`src/rtl/slow_clk_gen.sv`:
```
// Cascaded slow-clock divider: clk_s = clk/d_s, clk_ss = clk_s/d_ss, with rising-edge tick strobes.
// Define SLOW_CLK_CFG_EN to make both divisors run-time configurable through the cfg handshake.
module slow_clk_gen #(
    parameter int DIV_S  = 50000,
    parameter int DIV_SS = 100,
    parameter int CNT_W  = 32
) (
    input  logic             clk,
    input  logic             rst,
    input  logic             en,
`ifdef SLOW_CLK_CFG_EN
    input  logic             cfg_valid,
    output logic             cfg_ready,
    input  logic [CNT_W-1:0] cfg_div_s,
    input  logic [CNT_W-1:0] cfg_div_ss,
`endif
    output logic             clk_s,
    output logic             clk_ss,
    output logic             tick_s,
    output logic             tick_ss
);

    localparam logic [CNT_W-1:0] DIV_S_W  = CNT_W'(DIV_S);
    localparam logic [CNT_W-1:0] DIV_SS_W = CNT_W'(DIV_SS);
    localparam logic [CNT_W-1:0] ONE      = CNT_W'(1);
    localparam logic [CNT_W-1:0] TWO      = CNT_W'(2);

    logic [CNT_W-1:0] d_s, d_ss, h_s, h_ss;
    logic [CNT_W-1:0] cnt_s_q, cnt_s_d, cnt_ss_q, cnt_ss_d;
    logic             clk_s_q, clk_s_d, clk_ss_q, clk_ss_d;
    logic             tick_s_q, tick_s_d, tick_ss_q, tick_ss_d;
    logic             s_wrap, ss_wrap;

    assign h_s     = d_s >> 1;
    assign h_ss    = d_ss >> 1;
    assign s_wrap  = en && (cnt_s_q == d_s - ONE);
    assign ss_wrap = s_wrap && (cnt_ss_q == d_ss - ONE);

    always_comb begin
        cnt_s_d   = cnt_s_q;
        cnt_ss_d  = cnt_ss_q;
        clk_s_d   = clk_s_q;
        clk_ss_d  = clk_ss_q;
        tick_s_d  = 1'b0;
        tick_ss_d = 1'b0;
        if (en) begin
            if (s_wrap) begin
                cnt_s_d  = '0;
                clk_s_d  = 1'b1;
                tick_s_d = 1'b1;
            end else begin
                if (cnt_s_q == h_s - ONE) begin
                    clk_s_d = 1'b0;
                end
                cnt_s_d = cnt_s_q + ONE;
            end
            // The ss stage advances once per clk_s period, on the s-wrap edge.
            if (s_wrap) begin
                if (ss_wrap) begin
                    cnt_ss_d  = '0;
                    clk_ss_d  = 1'b1;
                    tick_ss_d = 1'b1;
                end else begin
                    if (cnt_ss_q == h_ss - ONE) begin
                        clk_ss_d = 1'b0;
                    end
                    cnt_ss_d = cnt_ss_q + ONE;
                end
            end
        end
    end

`ifdef SLOW_CLK_CFG_EN
    logic [CNT_W-1:0] d_s_q, d_s_d, d_ss_q, d_ss_d;
    logic [CNT_W-1:0] pend_s_q, pend_s_d, pend_ss_q, pend_ss_d;
    logic             pending_q, pending_d;

    function automatic logic [CNT_W-1:0] sanitise(input logic [CNT_W-1:0] v);
        logic [CNT_W-1:0] r;
        r = v & ~ONE;
        if (r < TWO) begin
            r = TWO;
        end
        return r;
    endfunction

    // New divisors only take effect on an ss-wrap so no period is ever cut short or stretched.
    always_comb begin
        d_s_d     = d_s_q;
        d_ss_d    = d_ss_q;
        pend_s_d  = pend_s_q;
        pend_ss_d = pend_ss_q;
        pending_d = pending_q;
        if (pending_q && ss_wrap) begin
            d_s_d     = pend_s_q;
            d_ss_d    = pend_ss_q;
            pending_d = 1'b0;
        end else if (!pending_q && cfg_valid) begin
            pend_s_d  = sanitise(cfg_div_s);
            pend_ss_d = sanitise(cfg_div_ss);
            pending_d = 1'b1;
        end
    end

    assign d_s       = d_s_q;
    assign d_ss      = d_ss_q;
    assign cfg_ready = ~pending_q;
`else
    assign d_s  = DIV_S_W;
    assign d_ss = DIV_SS_W;
`endif

    always_ff @(posedge clk) begin
        if (rst) begin
            cnt_s_q   <= '0;
            cnt_ss_q  <= '0;
            clk_s_q   <= 1'b0;
            clk_ss_q  <= 1'b0;
            tick_s_q  <= 1'b0;
            tick_ss_q <= 1'b0;
`ifdef SLOW_CLK_CFG_EN
            d_s_q     <= DIV_S_W;
            d_ss_q    <= DIV_SS_W;
            pend_s_q  <= DIV_S_W;
            pend_ss_q <= DIV_SS_W;
            pending_q <= 1'b0;
`endif
        end else begin
            cnt_s_q   <= cnt_s_d;
            cnt_ss_q  <= cnt_ss_d;
            clk_s_q   <= clk_s_d;
            clk_ss_q  <= clk_ss_d;
            tick_s_q  <= tick_s_d;
            tick_ss_q <= tick_ss_d;
`ifdef SLOW_CLK_CFG_EN
            d_s_q     <= d_s_d;
            d_ss_q    <= d_ss_d;
            pend_s_q  <= pend_s_d;
            pend_ss_q <= pend_ss_d;
            pending_q <= pending_d;
`endif
        end
    end

    assign clk_s   = clk_s_q;
    assign clk_ss  = clk_ss_q;
    assign tick_s  = tick_s_q;
    assign tick_ss = tick_ss_q;

endmodule
```
`config.mk`:
```
export PLATFORM = sky130hd
export DESIGN_NAME = slow_clk_gen
export DESIGN_NICKNAME = d
export VERILOG_FILES = /design/src/rtl/slow_clk_gen.sv
export SDC_FILE = /design/constraint.sdc
export NUM_CORES = 1
export LEC_CHECK = 0
export ABC_AREA = 1
export BUFFER_PORTS_ARGS = -buffer_cell sky130_fd_sc_hd__buf_2
export CELL_PAD_IN_SITES_DETAIL_PLACEMENT = 0
export CELL_PAD_IN_SITES_GLOBAL_PLACEMENT = 2
export CORE_ASPECT_RATIO = 1.5
export CORE_MARGIN = 4
export CORE_UTILIZATION = 36
export CTS_CLUSTER_SIZE = 12
export DETAILED_ROUTE_END_ITERATION = 16
export PLACE_DENSITY = 0.87
export SYNTH_ARGS = -nofsm -noshare
export SYNTH_HDL_FRONTEND = slang
export SYNTH_SLANG_ARGS = --single-unit
```
`constraint.sdc`:
```
create_clock -name clk -period 3.5 [get_ports clk]
set_input_delay 0.175 -clock clk [delete_from_list [all_inputs] [get_ports clk]]
set_output_delay 0.175 -clock clk [all_outputs]
set_load 0.005 [all_outputs]
```
==> impl_metrics.csv, run 1 <==
group,metric,value,unit
drt,dr.pass1.iters,4,
critical_path,cp.required,3.72,ns
clock_tree,cts_buffers,9,
logic_synthesis,yosysTopAreaCellShare,32.85,%
clock_tree,clockBufferDepth,2,
global_route,grt_pass1_wl,18.38,mm
sta,whs,0.1989,ns
clock_tree,path_clk_slew,0.06,ns
power,netSwitchingFraction,21.34,%
global_route,grt_pass1_vias,3901,
logic_synthesis,syn_area_per_cell,5.928,um^2
drt,wl_per_cell,13.09,um
floorplanning,core,11170,um^2
drt,ant_nets,0,
global_route,grt-ovfl-total,0,
sta,hold_violations,0,
clock_tree,clock_latency,0.33,ns
sta,setup_ws,1.339,ns
logic_synthesis,synth_flop_cell,"dfxtp_1",
sta,fin_crit_sh,61.76,%
power,p_per_area,369.7,nW/um^2
cells_and_area,fill_cells,1262,
sta,period_minus_slack,2.161,ns
floorplanning,die_w,95.60,um
drt,drt-total-wl,11.23,mm
floorplanning,start_util,37.09,%
logic_synthesis,synth_nets,705,
logic_synthesis,synth-async-reset-ratio,0,%
drt,drc,0,
clock_tree,htreeDepth,3,
status,run_status,"completed",
clock_tree,cts_tree,"yes",
power,switchingPower,0.3627,mW
logic_synthesis,synth-seq-cells,68,
sta,fmax,0.4627,GHz
critical_path,crit_fanout,17,
clock_tree,cts_resized,0,
min_path,hold_class,"input pin to flop",
place,place_congestion,0.8767,
cells_and_area,final_common_cell,"nand2_1",
logic_synthesis,yosys.area.top_type,"dfxtp_1",
global_route,grt_usage,17.72,%
logic_synthesis,ys_seq_area_share,32.85,%
logic_synthesis,synth_edf_count,0,
floorplanning,fp.dieH,139.4,um
cells_and_area,seq_area,1361,um^2
power,leakage,1.900,nW
critical_path,crit_type,"flop to flop",
floorplanning,ios,7,
sta,maxSlewHeadroom,64.22,%
power,vdd_drop_max,0.2098,mV
global_route,antenna_found_initial,0,
critical_path,cp-end-kind,"flop",
critical_path,worst_r2r_path_depth,9,
cells_and_area,areaGrowthSynthToFinish,10.93,%
logic_synthesis,yosysUniqueCellTypes,32,
place,port_buffers,6,
sta,setup_tns,0,ns
critical_path,arrival,2.38,ns
flow_run,maxCapViolCount,0,
drt,via_count,4075,
place,post-place-ws,1.305,ns
drt,drt-initial-drc-count,130,
sta,tightest_slew,0.5367,ns
clock_tree,holdBufCountCts,0,
cells_and_area,fin_nets,713,
power,power_frac_comb,1.9,%
sta,setup_violations,0,
critical_path,setup.worst_path.start_class,"flop",
cells_and_area,multi_input_area,2342,um^2
logic_synthesis,synth_area,4144,um^2
power,pwr-share-clk,52.3,%
clock_tree,post_cts_buffers,0,
cells_and_area,final_layout_size_suffix_gt1_share,5.626,%
sta,clock_skew,0.006384,ns
drt,routed_via_density,4.749,
clock_tree,cts-root-buf,"clkbuf_16",
cells_and_area,final_cell_mix,"184 x nand2_1, 159 x nor2_1, 94 x inv_1",
power,seqPwrFrac,45.8,%
logic_synthesis,synthTopCellsByArea,"dfxtp_1 33%, nand2_1 17%, nor2_1 14%, inv_1 8.5%, nand3_1 6.3%",
global_route,grt_start_max_net_pins,30,
cells_and_area,utilization,41.14,%
clock_tree,clock_sinks,68,
min_path,hold_depth,3,
sta,slew_viol_final,0,
logic_synthesis,synth-warning-count,0,
floorplanning,num_rows,47,
sta,rsz0062_at_grt,"false",
floorplanning,dieArea,13330,um^2
power,p_int,1.337,mW
place,dp_hpwl,8.729,mm
cells_and_area,diodes,0,
logic_synthesis,syn_inst,699,
[Yosys cell counts (4+ instances only)]
cell and n:
nor2_2 7, inv_1 94, dfxtp_1 68, nand3_1 52, o21ai_0 10, buf_2 7, nand2_1 184, nor2_1 159
nand2_2 4, xor2_1 11, nor3_1 25, a21oi_1 21, nand4_1 23, o21ai_1 4
[final cells by class]
class	count	area share (%)
Clock buffer	14	6.179
Sequential cell	68	29.61
Timing Repair Buffer	9	1.143
Tap cell	147	4.001
Clock inverter	1	0.1089
Inverter	98	8.002
Multi-Input combinational cell	521	50.95
[cells by family after synthesis]
| group | Yosys count | synth area share [%] |
|---|---|---|
| flip-flops | 68 | 32.85 |
| XOR/XNOR | 14 | 2.959 |
| buffers and inverters | 110 | 10.63 |
| AO/OA/AOI/OAI | 37 | 4.590 |
| AND/OR/NAND/NOR | 467 | 48.07 |
| adder cells (fa/ha/maj) | 3 | 0.9059 |
[final timing paths]
kind,slack [ns],start,to
max,1.34,cnt_s_q[0],cnt_s_q[19]
min,0.20,en,cnt_s_q[1]
max reg2reg,1.34,cnt_s_q[0],cnt_s_q[19]
min reg2reg,0.49,clk_s,clk_s
[registers in the layout (all words and copies together), names as in the netlist]
register  count
tick_s        1
clk_ss        1
cnt_s_q      32
cnt_ss_q     32
tick_ss       1
clk_s         1
[power groups by stage]
stage               combinational [mW]  sequential, mW  clock (mW)
floorplan                       0.0229           0.795           0
global placement                0.0335           0.795           0
detailed placement              0.0340           0.795           0
CTS                             0.0340           0.778       0.918
global route                    0.0379           0.778       0.944
finish                          0.0327           0.778       0.888
[routing by layer]
layer  vias to the layer above  global-route usage [%]  wire [um]
met5                         -                       0          0
met2                        38                   32.81       6169
met1                      1811                   19.27       4575
li1                       2209                       -          -
met4                         0                   6.822        267
met3                        17                   3.240        219
[worst max-delay path: stages, from the launching register on]
cell,delay (ns)
dfxtp_1,0.38
ha_1,0.25
nand2_1,0.11
nor2_4,0.14
nand3_1,0.10
nor2_2,0.14
nand2_1,0.26
nand2_2,0.27
inv_2,0.18
and3_1,0.21
[through the flow]
stage	power [mW]	instance area (um^2)	std cells
final	1.699	4597	858
after global routing	1.760	4597	858
after CTS	1.730	4597	858
after detailed placement	0.8291	4308	843
after global placement	0.8283	4308	843
after floorplan	0.8176	4144	699
Power figures use the tool's default switching activity.
==> inputs of run 2 (changes only) <==
- ABC_AREA: 1 -> 0
- CORE_UTILIZATION: 36 -> 39
- PLACE_DENSITY: 0.87 -> 0.82
- clock period: 3.5 -> 2.01 ns (I/O delays scaled with it)
==> impl_metrics.csv, run 2 <==
group,metric,value,unit
place,post-place-ws,-0.2219,ns
place,place_congestion,0.8061,
place,dp_hpwl,6.839,mm
sta,hold_violations,0,
logic_synthesis,yosysMostFrequentCell,"dfxtp_1",
logic_synthesis,synth_edf_count,0,
sta,tightest_slew,0.4668,ns
cells_and_area,final_layout_size_suffix_gt1_share,32.39,%
drt,dr.pass1.iters,4,
drt,drt-total-wl,9.861,mm
critical_path,cp_top_family,"simple AND/OR/NAND/NOR gates",
sta,clock_skew,0.005728,ns
logic_synthesis,syn_inst,410,
critical_path,cp-end-kind,"flop",
critical_path,crit_type,"flop to flop",
critical_path,crit_fanout,23,
drt,ant_nets,0,
drt,drt-initial-drc-count,155,
logic_synthesis,synth_nets,416,
logic_synthesis,synth_area,3475,um^2
floorplanning,die_w,85.07,um
floorplanning,core,8567,um^2
clock_tree,clock_sinks,68,
clock_tree,clockBufferDepth,2,
cells_and_area,areaGrowthSynthToFinish,38.49,%
min_path,hold_class,"input pin to flop",
sta,slew_viol_final,0,
sta,period_minus_slack,2.201,ns
sta,fin_crit_sh,109.5,%
status,run_status,"complete, but fails checks",
place,port_buffers,6,
global_route,antenna_found_initial,0,
critical_path,cp_num_buf_inv,1,
critical_path,setup.worst_path.start_class,"flop",
sta,maxSlewHeadroom,68.80,%
logic_synthesis,yosysTopAreaCellShare,39.18,%
flow_run,maxCapViolCount,0,
critical_path,arrival,2.46,ns
sta,setup_ws,-0.1913,ns
sta,rsz0062_at_grt,"true",
power,vdd_drop_max,0.5084,mV
floorplanning,dieArea,10510,um^2
logic_synthesis,yosysUniqueCellTypes,48,
power,p_per_area,689.3,nW/um^2
global_route,grt-ovfl-total,0,
clock_tree,cts_tree,"yes",
status,violations,"negative setup slack",
clock_tree,htreeDepth,3,
global_route,grt_pass1_wl,16.03,mm
logic_synthesis,netlist_top_cells_count,"68 x dfxtp_1, 43 x nor2_1, 33 x a21oi_1",
cells_and_area,top_regs,"cnt_s_q (32), cnt_ss_q (32)",
drt,drc,0,
logic_synthesis,ys_seq_area_share,39.18,%
logic_synthesis,syn_area_per_cell,8.475,um^2
logic_synthesis,synth-async-reset-ratio,0,%
power,leakage,1.681,nW
logic_synthesis,synth_flop_cell,"dfxtp_1",
clock_tree,cts_buffers,9,
cells_and_area,final_common_cell,"buf_4",
floorplanning,start_util,40.56,%
clock_tree,clock_latency,0.33,ns
sta,fmax,0.4543,GHz
global_route,grt_start_max_net_pins,47,
floorplanning,ios,7,
logic_synthesis,synth-warning-count,0,
floorplanning,fp.dieH,123.6,um
logic_synthesis,synthTopCellsByArea,"dfxtp_1 39%, xnor2_1 6.6%, a21oi_1 4.8%, nor2_1 4.6%, nand3_1 3.7%",
critical_path,slowest_delay,0.56,ns
global_route,grt_usage,19.31,%
cells_and_area,final_cell_mix,"75 x buf_4, 63 x dfxtp_1, 41 x nor2_1",
logic_synthesis,synth-seq-cells,68,
power,power.total,3.317,mW
clock_tree,cts-root-buf,"clkbuf_16",
logic_synthesis,yosys.area.top_type,"dfxtp_1",
drt,wl_per_cell,16.33,um
cells_and_area,diodes,0,
drt,routed_via_density,5.517,
drt,via_count,3332,
critical_path,worstPathCellList,"or4_4 > nor4_4 > nand3_2 > buf_12 > or4_1 > a21oi_1",
global_route,grt_pass1_vias,3360,
cells_and_area,fin_nets,498,
clock_tree,path_clk_slew,0.06,ns
sta,setup_violations,63,
critical_path,cp.required,2.27,ns
critical_path,critical_path.slowest_cell,"or4_4",
floorplanning,num_rows,41,
clock_tree,holdBufCountCts,0,
run 2: worst paths after layout:
| kind | from | cells past startpoint | slack (ns) | to |
|---|---|---|---|---|
| min | rst | 2 | 0.05 | cnt_ss_q[1] |
| min reg2reg | cnt_ss_q[31] | 2 | 0.49 | cnt_ss_q[31] |
| max reg2reg | cnt_s_q[20] | 6 | -0.19 | cnt_ss_q[10] |
| max | cnt_s_q[20] | 6 | -0.19 | cnt_ss_q[10] |
run 2: timing repair:
action,in CTS,in global routing
pin swaps,4,2
endpoints found under the hold margin,0,0
setup endpoints to repair,64,66
gates cloned,0,3
gates resized for setup,2,30
buffers inserted,2,5
run 2: where the power goes:
group	switching, mW	internal, mW	total [mW]
Combinational	0.0411	0.0412	0.0823
Sequential	0.00192	1.35	1.35
Clock	0.603	1.28	1.88
run 2: worst reg2reg max path: stages, from the launching register on:
cell and delay [ns]:
dfxtp_2 0.32, or4_4 0.56, nor4_4 0.32, nand3_2 0.15, buf_12 0.18, or4_1 0.46, a21oi_1 0.14
run 2: metal layers:
metal | track usage (%) | vias up | part of all wire (%)
met5 | 0 | - | 0
met4 | 9.703 | 0 | 2.7
met3 | 2.581 | 18 | 1.6
met2 | 37.35 | 39 | 56
met1 | 20.00 | 1587 | 40
li1 | - | 1688 | -
run 2: layout make-up:
class                      instances  area (um^2)
multi-input combinational        314         2136
sequential                        68         1368
timing repair buffer              92        797.0
inverter                           7        26.28
clock buffer                      12        256.5
fill                             792         3755
tap                              107        133.9
clock inverter                     4        95.09
run 2: kinds of logic after synthesis:
| kind of cell | count (synthesis) | share of synthesized area (%) |
|---|---|---|
| and+or+nand+nor | 213 | 36.41 |
| xor gates and xnor gates | 32 | 8.066 |
| AOI/OAI and AO/OA | 66 | 10.98 |
| adders and majority gates | 3 | 1.080 |
| DFF | 68 | 39.18 |
| buffers and inverters | 28 | 4.285 |
run 2: through the flow:
step	std cells	hold WS [ns]	instance area, um^2	TNS, ns	utilization [%]
final	604	0.04945	4812	-6.979	56.17
after global routing	604	0.06483	4812	-13.37	56.17
after CTS	596	0.04171	4561	-9.154	53.24
after detailed placement	578	0.3924	4183	-10.07	48.82
after global placement	578	0.3793	4183	-6.446	48.82
after floorplan	410	0.3847	3522	-3.089	-
==> inputs of run 3 (changes only) <==
- CELL_PAD_IN_SITES_DETAIL_PLACEMENT: 0 -> 2
==> impl_metrics.csv, run 3 <==
group,metric,value,unit
status,tool.error,"[ERROR DPL-0033] detailed placement checks failed during check placement.",
place,place_congestion,0.8061,
logic_synthesis,yosysUniqueCellTypes,48,
logic_synthesis,synth-seq-cells,68,
logic_synthesis,synth_nets,416,
logic_synthesis,netlist_top_cells_count,"68 x dfxtp_1, 43 x nor2_1, 33 x a21oi_1",
logic_synthesis,synth_flop_cell,"dfxtp_1",
logic_synthesis,ys_seq_area_share,39.18,%
sta,worst-ep-kind,"register input",
logic_synthesis,syn_area_per_cell,8.475,um^2
status,failing_step,"5_1_grt",
place,dp_cells,578,
floorplanning,start_util,40.56,%
status,run_status,"did not finish",
clock_tree,cts_buffers,9,
clock_tree,clock_sinks,68,
logic_synthesis,yosysTopAreaCellShare,39.18,%
place,dp_hpwl,10.38,mm
logic_synthesis,syn_inst,410,
global_route,grt_start_max_net_pins,47,
clock_tree,clockBufferDepth,2,
floorplanning,fp.dieH,123.6,um
floorplanning,die_w,85.07,um
floorplanning,ios,7,
clock_tree,cts-root-buf,"clkbuf_16",
logic_synthesis,synthTopCellsByArea,"dfxtp_1 39%, xnor2_1 6.6%, a21oi_1 4.8%, nor2_1 4.6%, nand3_1 3.7%",
logic_synthesis,synth_area,3475,um^2
global_route,antenna_found_initial,0,
logic_synthesis,yosys.area.top_type,"dfxtp_1",
logic_synthesis,yosysMostFrequentCell,"dfxtp_1",
logic_synthesis,synth-warning-count,0,
logic_synthesis,synth-async-reset-ratio,0,%
floorplanning,num_rows,41,
place,port_buffers,6,
clock_tree,htreeDepth,3,
sta,worst_endpoint,"cnt_ss_q[9]$_SDFFE_PP0P_/D",
logic_synthesis,synth_edf_count,0,
## run 3: cell counts after synthesis
No cell type changed its count.
## run 3: timing repair
action | 4_1_cts
hold buffers | 0
setup endpoints to repair | 66
pin swaps | 15
resized for setup | 49
setup buffers | 8
gates cloned | 2
## run 3: logic make-up after synthesis
logic type	count (synthesis)	synth area share, %
simple gates	213	36.41
flops	68	39.18
compound gates	66	10.98
xor+xnor	32	8.066
buf+inv	28	4.285
fa+ha+maj	3	1.080
## run 3: metrics by stage
| step | worst slack (ns) | instance area, um^2 |
|---|---|---|
| after floorplan | -0.1269 | 3522 |
| after global placement | -0.1663 | 4183 |
| after detailed placement | -0.3982 | 4183 |
| after CTS | -0.3738 | 4790 |
==> inputs of run 4 (changes only) <==
- CELL_PAD_IN_SITES_DETAIL_PLACEMENT: 2 -> not set
- CELL_PAD_IN_SITES_GLOBAL_PLACEMENT: 2 -> not set
- CORE_ASPECT_RATIO: 1.5 -> not set
- CORE_UTILIZATION: 39 -> 30
- CTS_CLUSTER_SIZE: 12 -> not set
- PLACE_DENSITY: 0.82 -> not set
- PLACE_DENSITY_LB_ADDON: not set -> 0.15
==> impl_metrics.csv, run 4 (synthesis gave the netlist of run 2 again) <==
group,metric,value,unit
status,run_status,"complete, but fails checks",
status,violations,"negative setup slack",
cells_and_area,final_common_cell,"buf_4",
place,port_buffers,6,
drt,via_count,3383,
global_route,grt_pass1_wl,16.28,mm
critical_path,crit_start,"cnt_s_q[11]",
power,seqPwrFrac,47.1,%
critical_path,cp_num_buf_inv,1,
global_route,antenna_found_initial,0,
power,pwr-share-clk,49.8,%
global_route,grt_usage,15.57,%
flow_run,maxCapViolCount,0,
sta,setup_tns,-7.984,ns
floorplanning,ios,7,
drt,routed_via_density,5.237,
power,switchingPower,0.6131,mW
sta,fin_crit_sh,109.6,%
sta,rsz0062_at_grt,"true",
clock_tree,path_clk_slew,0.05,ns
drt,wl_per_cell,15.68,um
cells_and_area,areaGrowthSynthToFinish,39.86,%
critical_path,arrival,2.47,ns
floorplanning,num_rows,39,
place,post-place-ws,-0.2046,ns
sta,fmax,0.4539,GHz
sta,tightest_slew,0.3872,ns
critical_path,setup.worst_path.start_class,"flop",
floorplanning,die_w,115.6,um
sta,whs,0.1102,ns
sta,setup_violations,65,
critical_path,rrSetupSlack,-0.19,ns
min_path,worstHoldStart,"rst",
critical_path,critical_path.slowest_cell,"or4b_4",
cells_and_area,diodes,0,
sta,setup_ws,-0.1929,ns
clock_tree,holdBufCountCts,0,
cells_and_area,fill_cells,1108,
cells_and_area,final_cell_mix,"77 x buf_4, 62 x dfxtp_1, 43 x nor2_1",
clock_tree,cts-root-buf,"clkbuf_16",
power,p_int,2.260,mW
floorplanning,core,11370,um^2
floorplanning,start_util,30.56,%
place,place_congestion,0.7885,
drt,dr.pass1.iters,4,
sta,clock_skew,0.006296,ns
global_route,grt_pass1_vias,3240,
clock_tree,cts_buffers,9,
power,netSwitchingFraction,21.34,%
critical_path,cp.required,2.28,ns
clock_tree,clock_sinks,68,
sta,hold_violations,0,
floorplanning,fp.dieH,115.6,um
global_route,grt_start_max_net_pins,24,
critical_path,crit_fanout,23,
clock_tree,clockBufferDepth,2,
drt,drt-initial-drc-count,83,
critical_path,worstPathCellList,"or4b_4 > nor4_4 > nand3_2 > buf_12 > or4_1 > a21oi_2",
floorplanning,dieArea,13370,um^2
cells_and_area,fin_nets,504,
min_path,hold_depth,2,
critical_path,cp_top_family,"simple AND/OR/NAND/NOR gates",
clock_tree,cts_tree,"yes",
critical_path,reg2reg_to,"cnt_ss_q[30]",
clock_tree,clock_latency,0.33,ns
global_route,grt-ovfl-total,0,
critical_path,crit_type,"flop to flop",
place,dp_hpwl,6.820,mm
cells_and_area,final_layout_size_suffix_gt1_share,34.19,%
clock_tree,htreeDepth,3,
min_path,hold_end,"cnt_ss_q[1]",
drt,drc,0,
power,p_per_area,591.2,nW/um^2
power,leakage,1.677,nW
sta,maxSlewHeadroom,73.95,%
cells_and_area,top_regs,"cnt_s_q (32), cnt_ss_q (32)",
power,power.total,2.873,mW
drt,ant_nets,0,
critical_path,cp-end-kind,"flop",
sta,period_minus_slack,2.203,ns
sta,slew_viol_final,0,
power,vdd_drop_max,0.3830,mV
critical_path,timing.rr.start,"cnt_s_q[11]",
min_path,hold_class,"input pin to flop",
critical_path,slowest_delay,0.55,ns
critical_path,worst_r2r_path_depth,6,
drt,drt-total-wl,10.13,mm
power,power_frac_comb,3.1,%
==> run 4: per-stage QoR <==
stage | instances | area [um^2] | utilization [%]
floorplan | 410 | 3522 | -
global placement | 620 | 4235 | 37.25
detailed placement | 620 | 4235 | 37.25
CTS | 642 | 4677 | 41.14
global route | 646 | 4860 | 42.74
finish | 646 | 4860 | 42.74
==> run 4: how the worst max path moves through the flow <==
stage / to / slack [ns] / depth (start not counted)
2_1_floorplan: cnt_ss_q[16] / -0.13 / 6
3_3_place_gp: cnt_ss_q[30] / -0.18 / 8
3_5_place_dp: cnt_ss_q[27] / -0.20 / 6
4_1_cts: cnt_ss_q[25] / -0.17 / 6
5_1_grt: cnt_ss_q[25] / -0.28 / 6
6_report: cnt_ss_q[30] / -0.19 / 6
==> run 4: repair_timing <==
action	in CTS	in global routing
endpoints found under the setup margin	62	67
gates resized for setup	29	28
pin swaps	18	1
buffers inserted	3	1
gates cloned	3	4
==> run 4: power by group through the flow <==
stage	clock network (mW)	registers [mW]	logic, mW
after detailed placement	0	1.38	0.0581
final	1.43	1.35	0.0887
after global routing	1.54	1.35	0.0941
after CTS	1.48	1.35	0.0729
after floorplan	0	1.38	0.0316
after global placement	0	1.38	0.0573
==> run 4: area by class of cell <==
type | instances | area (um^2) | share of cell area, %
Multi-Input combinational cell | 314 | 2161 | 44.46
Sequential cell | 68 | 1369 | 28.17
Timing Repair Buffer | 98 | 860.8 | 17.71
Clock buffer | 14 | 254.0 | 5.227
Tap cell | 143 | 178.9 | 3.682
Inverter | 7 | 26.28 | 0.5407
Clock inverter | 2 | 10.01 | 0.2060
==> run 4: metal layers <==
layer / vias up / track usage (%) / part of all wire [%]
met5: - / 0 / 0
met1: 1626 / 18.86 / 45
met4: 0 / 5.568 / 1.6
li1: 1697 / - / -
met2: 47 / 27.16 / 50
met3: 13 / 3.446 / 3.1
